===== src/rtl/mem_unit.sv =====
// Memory execution unit behind the load/store queue: one access in flight, fixed LATENCY to data.
// Loads broadcast tag+data on the CDB once granted (stalls in WAIT_BC); stores pulse storeDone.
module mem_unit #(
  parameter int DEPTH   = 64,
  parameter int ADDR_W  = 6,
  parameter int LATENCY = 2
) (
  input  logic        clk,
  input  logic        nRST,
  input  logic        require,
  output logic        requireAC,
  input  logic        opIn,
  input  logic [31:0] dataIn,
  input  logic [31:0] stData,
  input  logic [4:0]  destLabel,
  output logic        BCreq,
  input  logic        BCgrant,
  output logic        BCEN,
  output logic [4:0]  BClabel,
  output logic [31:0] BCdata,
  output logic        storeDone,
  output logic        busy
);

  typedef enum logic [1:0] {IDLE, ACCESS, WAIT_BC, BCAST} state_t;

  state_t              state_q;
  logic [3:0]          cnt_q;
  logic                op_q;
  logic [ADDR_W-1:0]   idx_q;
  logic [31:0]         st_q;
  logic [4:0]          tag_q;
  logic [31:0]         res_q;
  logic                bcreq_q;
  logic                bcen_q;
  logic [4:0]          bclabel_q;
  logic [31:0]         bcdata_q;
  logic                done_q;
  logic [31:0]         mem_q [DEPTH];

  // Word index only; byte offset and high bits are dropped so addresses alias.
  logic [ADDR_W-1:0]   idx_d;
  logic                unused_addr_bits;
  assign idx_d            = dataIn[ADDR_W+1:2];
  assign unused_addr_bits = ^{dataIn[31:ADDR_W+2], dataIn[1:0]};

  assign requireAC = nRST && (state_q == IDLE) && require;
  assign busy      = (state_q != IDLE);
  assign BCreq     = bcreq_q;
  assign BCEN      = bcen_q;
  assign BClabel   = bclabel_q;
  assign BCdata    = bcdata_q;
  assign storeDone = done_q;

  always_ff @(posedge clk or negedge nRST) begin
    if (!nRST) begin
      state_q   <= IDLE;
      cnt_q     <= '0;
      op_q      <= 1'b0;
      idx_q     <= '0;
      st_q      <= '0;
      tag_q     <= '0;
      res_q     <= '0;
      bcreq_q   <= 1'b0;
      bcen_q    <= 1'b0;
      bclabel_q <= '0;
      bcdata_q  <= '0;
      done_q    <= 1'b0;
      for (int i = 0; i < DEPTH; i++) mem_q[i] <= '0;
    end else begin
      bcen_q    <= 1'b0;
      bclabel_q <= '0;
      bcdata_q  <= '0;
      done_q    <= 1'b0;
      case (state_q)
        IDLE: begin
          if (require) begin
            state_q <= ACCESS;
            cnt_q   <= 4'(LATENCY - 1);
            op_q    <= opIn;
            idx_q   <= idx_d;
            st_q    <= stData;
            tag_q   <= destLabel;
          end
        end
        ACCESS: begin
          if (cnt_q == 4'd0) begin
            if (op_q) begin
              mem_q[idx_q] <= st_q;
              done_q       <= 1'b1;
              state_q      <= IDLE;
            end else if (tag_q != 5'd0) begin
              res_q   <= mem_q[idx_q];
              bcreq_q <= 1'b1;
              state_q <= WAIT_BC;
            end else begin
              // Tag 0 means nobody is waiting for the result.
              state_q <= IDLE;
            end
          end else begin
            cnt_q <= cnt_q - 4'd1;
          end
        end
        WAIT_BC: begin
          if (BCgrant) begin
            bcreq_q   <= 1'b0;
            bcen_q    <= 1'b1;
            bclabel_q <= tag_q;
            bcdata_q  <= res_q;
            state_q   <= BCAST;
          end
        end
        BCAST:   state_q <= IDLE;
        default: state_q <= IDLE;
      endcase
    end
  end

endmodule


===== config.mk =====
export PLATFORM = sky130hd
export DESIGN_NAME = mem_unit
export DESIGN_NICKNAME = d
export VERILOG_FILES = /design/src/rtl/mem_unit.sv
export SDC_FILE = /design/constraint.sdc
export NUM_CORES = 2
export LEC_CHECK = 0
export ABC_AREA = 1
export BUFFER_PORTS_ARGS = -buffer_cell sky130_fd_sc_hd__buf_4
export CAP_MARGIN = 20
export CORE_MARGIN = 8
export CORE_UTILIZATION = 60
export CTS_CLUSTER_SIZE = 20
export DETAILED_ROUTE_END_ITERATION = 8
export PLACE_DENSITY = 0.87
export SYNTH_ARGS = -nofsm -noshare
export SYNTH_HDL_FRONTEND = slang
export SYNTH_SLANG_ARGS = --single-unit

===== constraint.sdc =====
create_clock -name clk -period 2.8 [get_ports clk]
set_input_delay 0 -clock clk [delete_from_list [all_inputs] [get_ports clk]]
set_output_delay 0 -clock clk [all_outputs]
set_load 0.01 [all_outputs]

==> reports/results.txt <==
The run finished with clean final reports. TritonCTS created 205 clock buffers. The worst-margin pin slew was 1.11 ns; the leakage component of the power was 0.0551 µW.

Detailed routing inserted a total of 91099 vias. Across the VDD grid, the largest voltage drop is 907 µV. Tracing the worst setup path back leads to its startpoint at idx_q[0]$_DFFE_PN0P_. The peak fanout along the critical path was 34; the data arrival time of the worst path was 3.50 ns. The share of synthesized area occupied by flip-flops and latches is 0.536, and the met2 track demand over resource is 0.518.

The tools report the relative slew slack as 0.257. The tools report the end point of the critical path as res_q[4]$_DFFE_PN0P_. For this block, the routed nets add up to 307000 µm of wire.

OpenSTA, run right after detailed placement, puts the worst setup slack at 0.200 ns. Entering global routing, the biggest net connects 127 pins. Relative to the synthesized area, the layout overhead comes to 12.4%. After routing the design area is 114000 µm². On the final layout, the worst clock skew is 0.0297 ns. TritonCTS built the clock tree.

For the met3 usage, the log shows 0.0937. Clock tree synthesis found a total of 2170 sinks. For the number of instances in the synthesized netlist, the log shows 13257.

Counting flops and latches in the post-synthesis netlist gives 2170. The layer with the highest usage after global routing is met2. Counting along the longest clock path gives a buffer depth of 3. The run gives 0.87 ns as the clock insertion delay at the later pin of the skew report. Dividing the detail-routed wire length by the instance count gives 19.9 µm. The synthesized netlist occupies a cell area of 101000 µm². The total count of hold-check failures in the final report came out at 0. Buffers placed on the I/O ports in this run total 89. Counting cells, the worst reg-to-reg path comes to 11. The tools report the type of element launching the critical path as a flip-flop. After the last flow step, the layout net total stands at 13132. In this run, distinct cell masters in the synthesized netlist total 24. Counting every net in the synthesized netlist gives 13333. The H-tree was split into 4 levels. The share of total power consumed by net switching is 0.399. The die covers 182000 µm². For this design the total switching power over the nets is 40900 µW. By area the synthesized netlist is led by sky130_fd_sc_hd__dfrtp_1 (54%), sky130_fd_sc_hd__nand2_1 (16%), sky130_fd_sc_hd__o21ai_0 (10%), sky130_fd_sc_hd__inv_1 (6.3%), sky130_fd_sc_hd__nand3_1 (3.8%).

The combinational share of power is 0.369, and the final worst slack is 0.0707 ns. The largest area contributor in the synthesized netlist was sky130_fd_sc_hd__dfrtp_1. The run gives 11 as the number of antenna violations at the first check in global routing. Start-to-end type of the worst setup path: reg2reg.

The placed instances occupy a cell area of 106000 µm². The first detailed-routing pass took 7 iterations. The tools report the number of cells in the finished layout apart from fillers as 15431. Global routing finished with a remaining overflow of 0. The areal power density over the cells came out at 899 nW/µm². Setup violations remaining at the end of the flow were counted as 0.

Final clock period utilization by the worst path: 0.975. The met1 routing resource usage after global routing is 0.428, and the internal power consumption is 61500 µW. For this block, the initial DRC count from the detailed router was 13314.

For the initial cell density of the core, the log shows 0.605. The count of unresolved DRC violations after routing was 0; the standard-cell row count was 150. The worst register-to-register path begins at idx_q[0]$_DFFE_PN0P_. The worst hold path belongs to the class in2async. Clock-pin slew was measured on the worst setup and hold paths at 0.08 ns. The run gives 0.280 as the clock network power share.

The reg-to-reg critical path endpoint is res_q[4]$_DFFE_PN0P_. In this run the standard cell core region covers 167000 µm². The time the final worst path needs with I/O delays and setup was 2.73 ns; the I/O pin count was 116. The fraction of final layout cells with drive strength greater than 1 works out to 0.0784. In this run the remaining antenna-violating nets after routing total 0. The tools report the detailed placer's ending HPWL as 174000 µm. The share of power burned in registers is 0.351, and the portion of synthesized cell area occupied by the leading cell type is 0.536. Each instance of the synthesized netlist takes up on average 7.64 µm². For the total placed cells including tap cells, the log shows 14938.

Clock tree synthesis selected as its root buffer the cell sky130_fd_sc_hd__clkbuf_16. The data required time at the worst endpoint came out at 3.57 ns. The tools report the max-cap violation count as 0. The maximum clock rate came out at 0.366 GHz. In this run the vertical extent of the chip is 427 µm. The logs give 0.07 ns for the worst reg-to-reg setup slack and 0 for the count of yosys warnings during synthesis.

The number of global-route vias before repair came out at 89209. The max-slew violation total from the final report was 0; the final weighted congestion in routability-driven placement was 0.879. The die is 427 µm wide.

In the routed layout, each cell is associated on average with a via count of 5.90. The run gives 0.335 as the total global routing track utilization. The first global-routing pass estimated 486000 µm of wire. The worst setup path is captured at a flip-flop.
metal layers:
metal  vias up  routed length, µm
met1     43051             112000
met5         -                 59
met2      6014             137000
met3      1321              39700
li1      40705                  -
met4         8              18400
cells in the mapped netlist (all sizes together):
master	count
o21ai	2351
o22ai	1
nand3b	1
nor2	468
nand2	4464
inv	1708
nor3	12
nand3	769
dfrtp	2170
clkbuf	816
ha	2
nor4	6
or2	105
a21oi	5
buf	181
clkinv	5
o211ai	193
worst min path at each step:
stage,start,to,slack [ns],cells after the start
3_3_place_gp,nRST,mem_q[1610]$_DFFE_PN0P_,-0.009,1
5_1_grt,nRST,mem_q[1826]$_DFFE_PN0P_,0.07,3
2_1_floorplan,nRST,BCEN$_DFF_PN0_,-0.30,0
3_5_place_dp,nRST,mem_q[1610]$_DFFE_PN0P_,-0.009,1
4_1_cts,nRST,mem_q[1922]$_DFFE_PN0P_,0.03,3
6_report,nRST,mem_q[103]$_DFFE_PN0P_,0.08,3
final cells by class:
cell class	count	area, µm²
flip-flops and latches	2170	54300
fillers	11871	53600
inverters	1713	6450
multi-input cells	8377	36800
clock inverters	63	781
repair buffers	589	6580
clock buffers	309	6120
well taps	2204	2760
diodes	6	15.0
kinds of logic after synthesis:
kind of cell | synth area share
AO/OA/AOI/OAI | 0.131
adder cells (fa/ha/maj) | 0.000247
flip-flops | 0.536
buffers and inverters | 0.102
AND/OR/NAND/NOR | 0.231
worst max-delay path, stage by stage, from the launching register on:
cell	delay, ns
sky130_fd_sc_hd__dfrtp_4	0.54
sky130_fd_sc_hd__clkinv_8	0.31
sky130_fd_sc_hd__buf_12	0.30
sky130_fd_sc_hd__buf_4	0.20
sky130_fd_sc_hd__o21ai_0	0.22
sky130_fd_sc_hd__nand2_1	0.10
sky130_fd_sc_hd__nor2_1	0.31
sky130_fd_sc_hd__nor2_1	0.13
sky130_fd_sc_hd__nor2_1	0.24
sky130_fd_sc_hd__nand3_1	0.13
sky130_fd_sc_hd__nand2_1	0.08
sky130_fd_sc_hd__inv_1	0.04
layout by cell type, fill, tap and decap left out, types with 193 or more instances in the layout:
cell and instances:
sky130_fd_sc_hd__nand2_1 4397, sky130_fd_sc_hd__dfrtp_1 2169, sky130_fd_sc_hd__o21ai_0 2119, sky130_fd_sc_hd__inv_1 1674
sky130_fd_sc_hd__nand3_1 769, sky130_fd_sc_hd__nor2_1 461, sky130_fd_sc_hd__buf_4 329, sky130_fd_sc_hd__o21ai_1 231
sky130_fd_sc_hd__clkbuf_16 207, sky130_fd_sc_hd__o211ai_1 193
state kept, by name, summed over array words and instances, names as in the netlist, 4 cells and up, named ones only:
register	flops
tag_q	5
cnt_q	4
BCdata	32
mem_q	2048
idx_q	6
BClabel	5
res_q	32
st_q	32
what timing repair did:
action	in CTS	in global routing
endpoints found under the hold margin	2239	0
gates resized for setup	0	13
hold buffers	109	0
buffers inserted	0	4
endpoints found under the setup margin	0	47
per-stage QoR:
step	setup TNS (ns)	hold slack (ns)	utilization	power [µW]
global placement	0	-0.00889	0.631	70600
detailed placement	0	-0.00882	0.631	71500
floorplan	0	-0.296	-	58000
CTS	0	0.0313	0.679	101000
global route	-0.0111	0.0680	0.680	107000
finish	0	0.0751	0.680	102000
power by group through the flow:
stage               clock network [µW]  registers, µW  logic (µW)
CTS                              28700          35800       36100
global route                     30000          36200       40600
finish                           28700          35900       37700
detailed placement                   0          36300       35200
global placement                     0          36200       34400
floorplan                            0          35900       22100
Note: power is estimated with default switching activity, not from simulation.
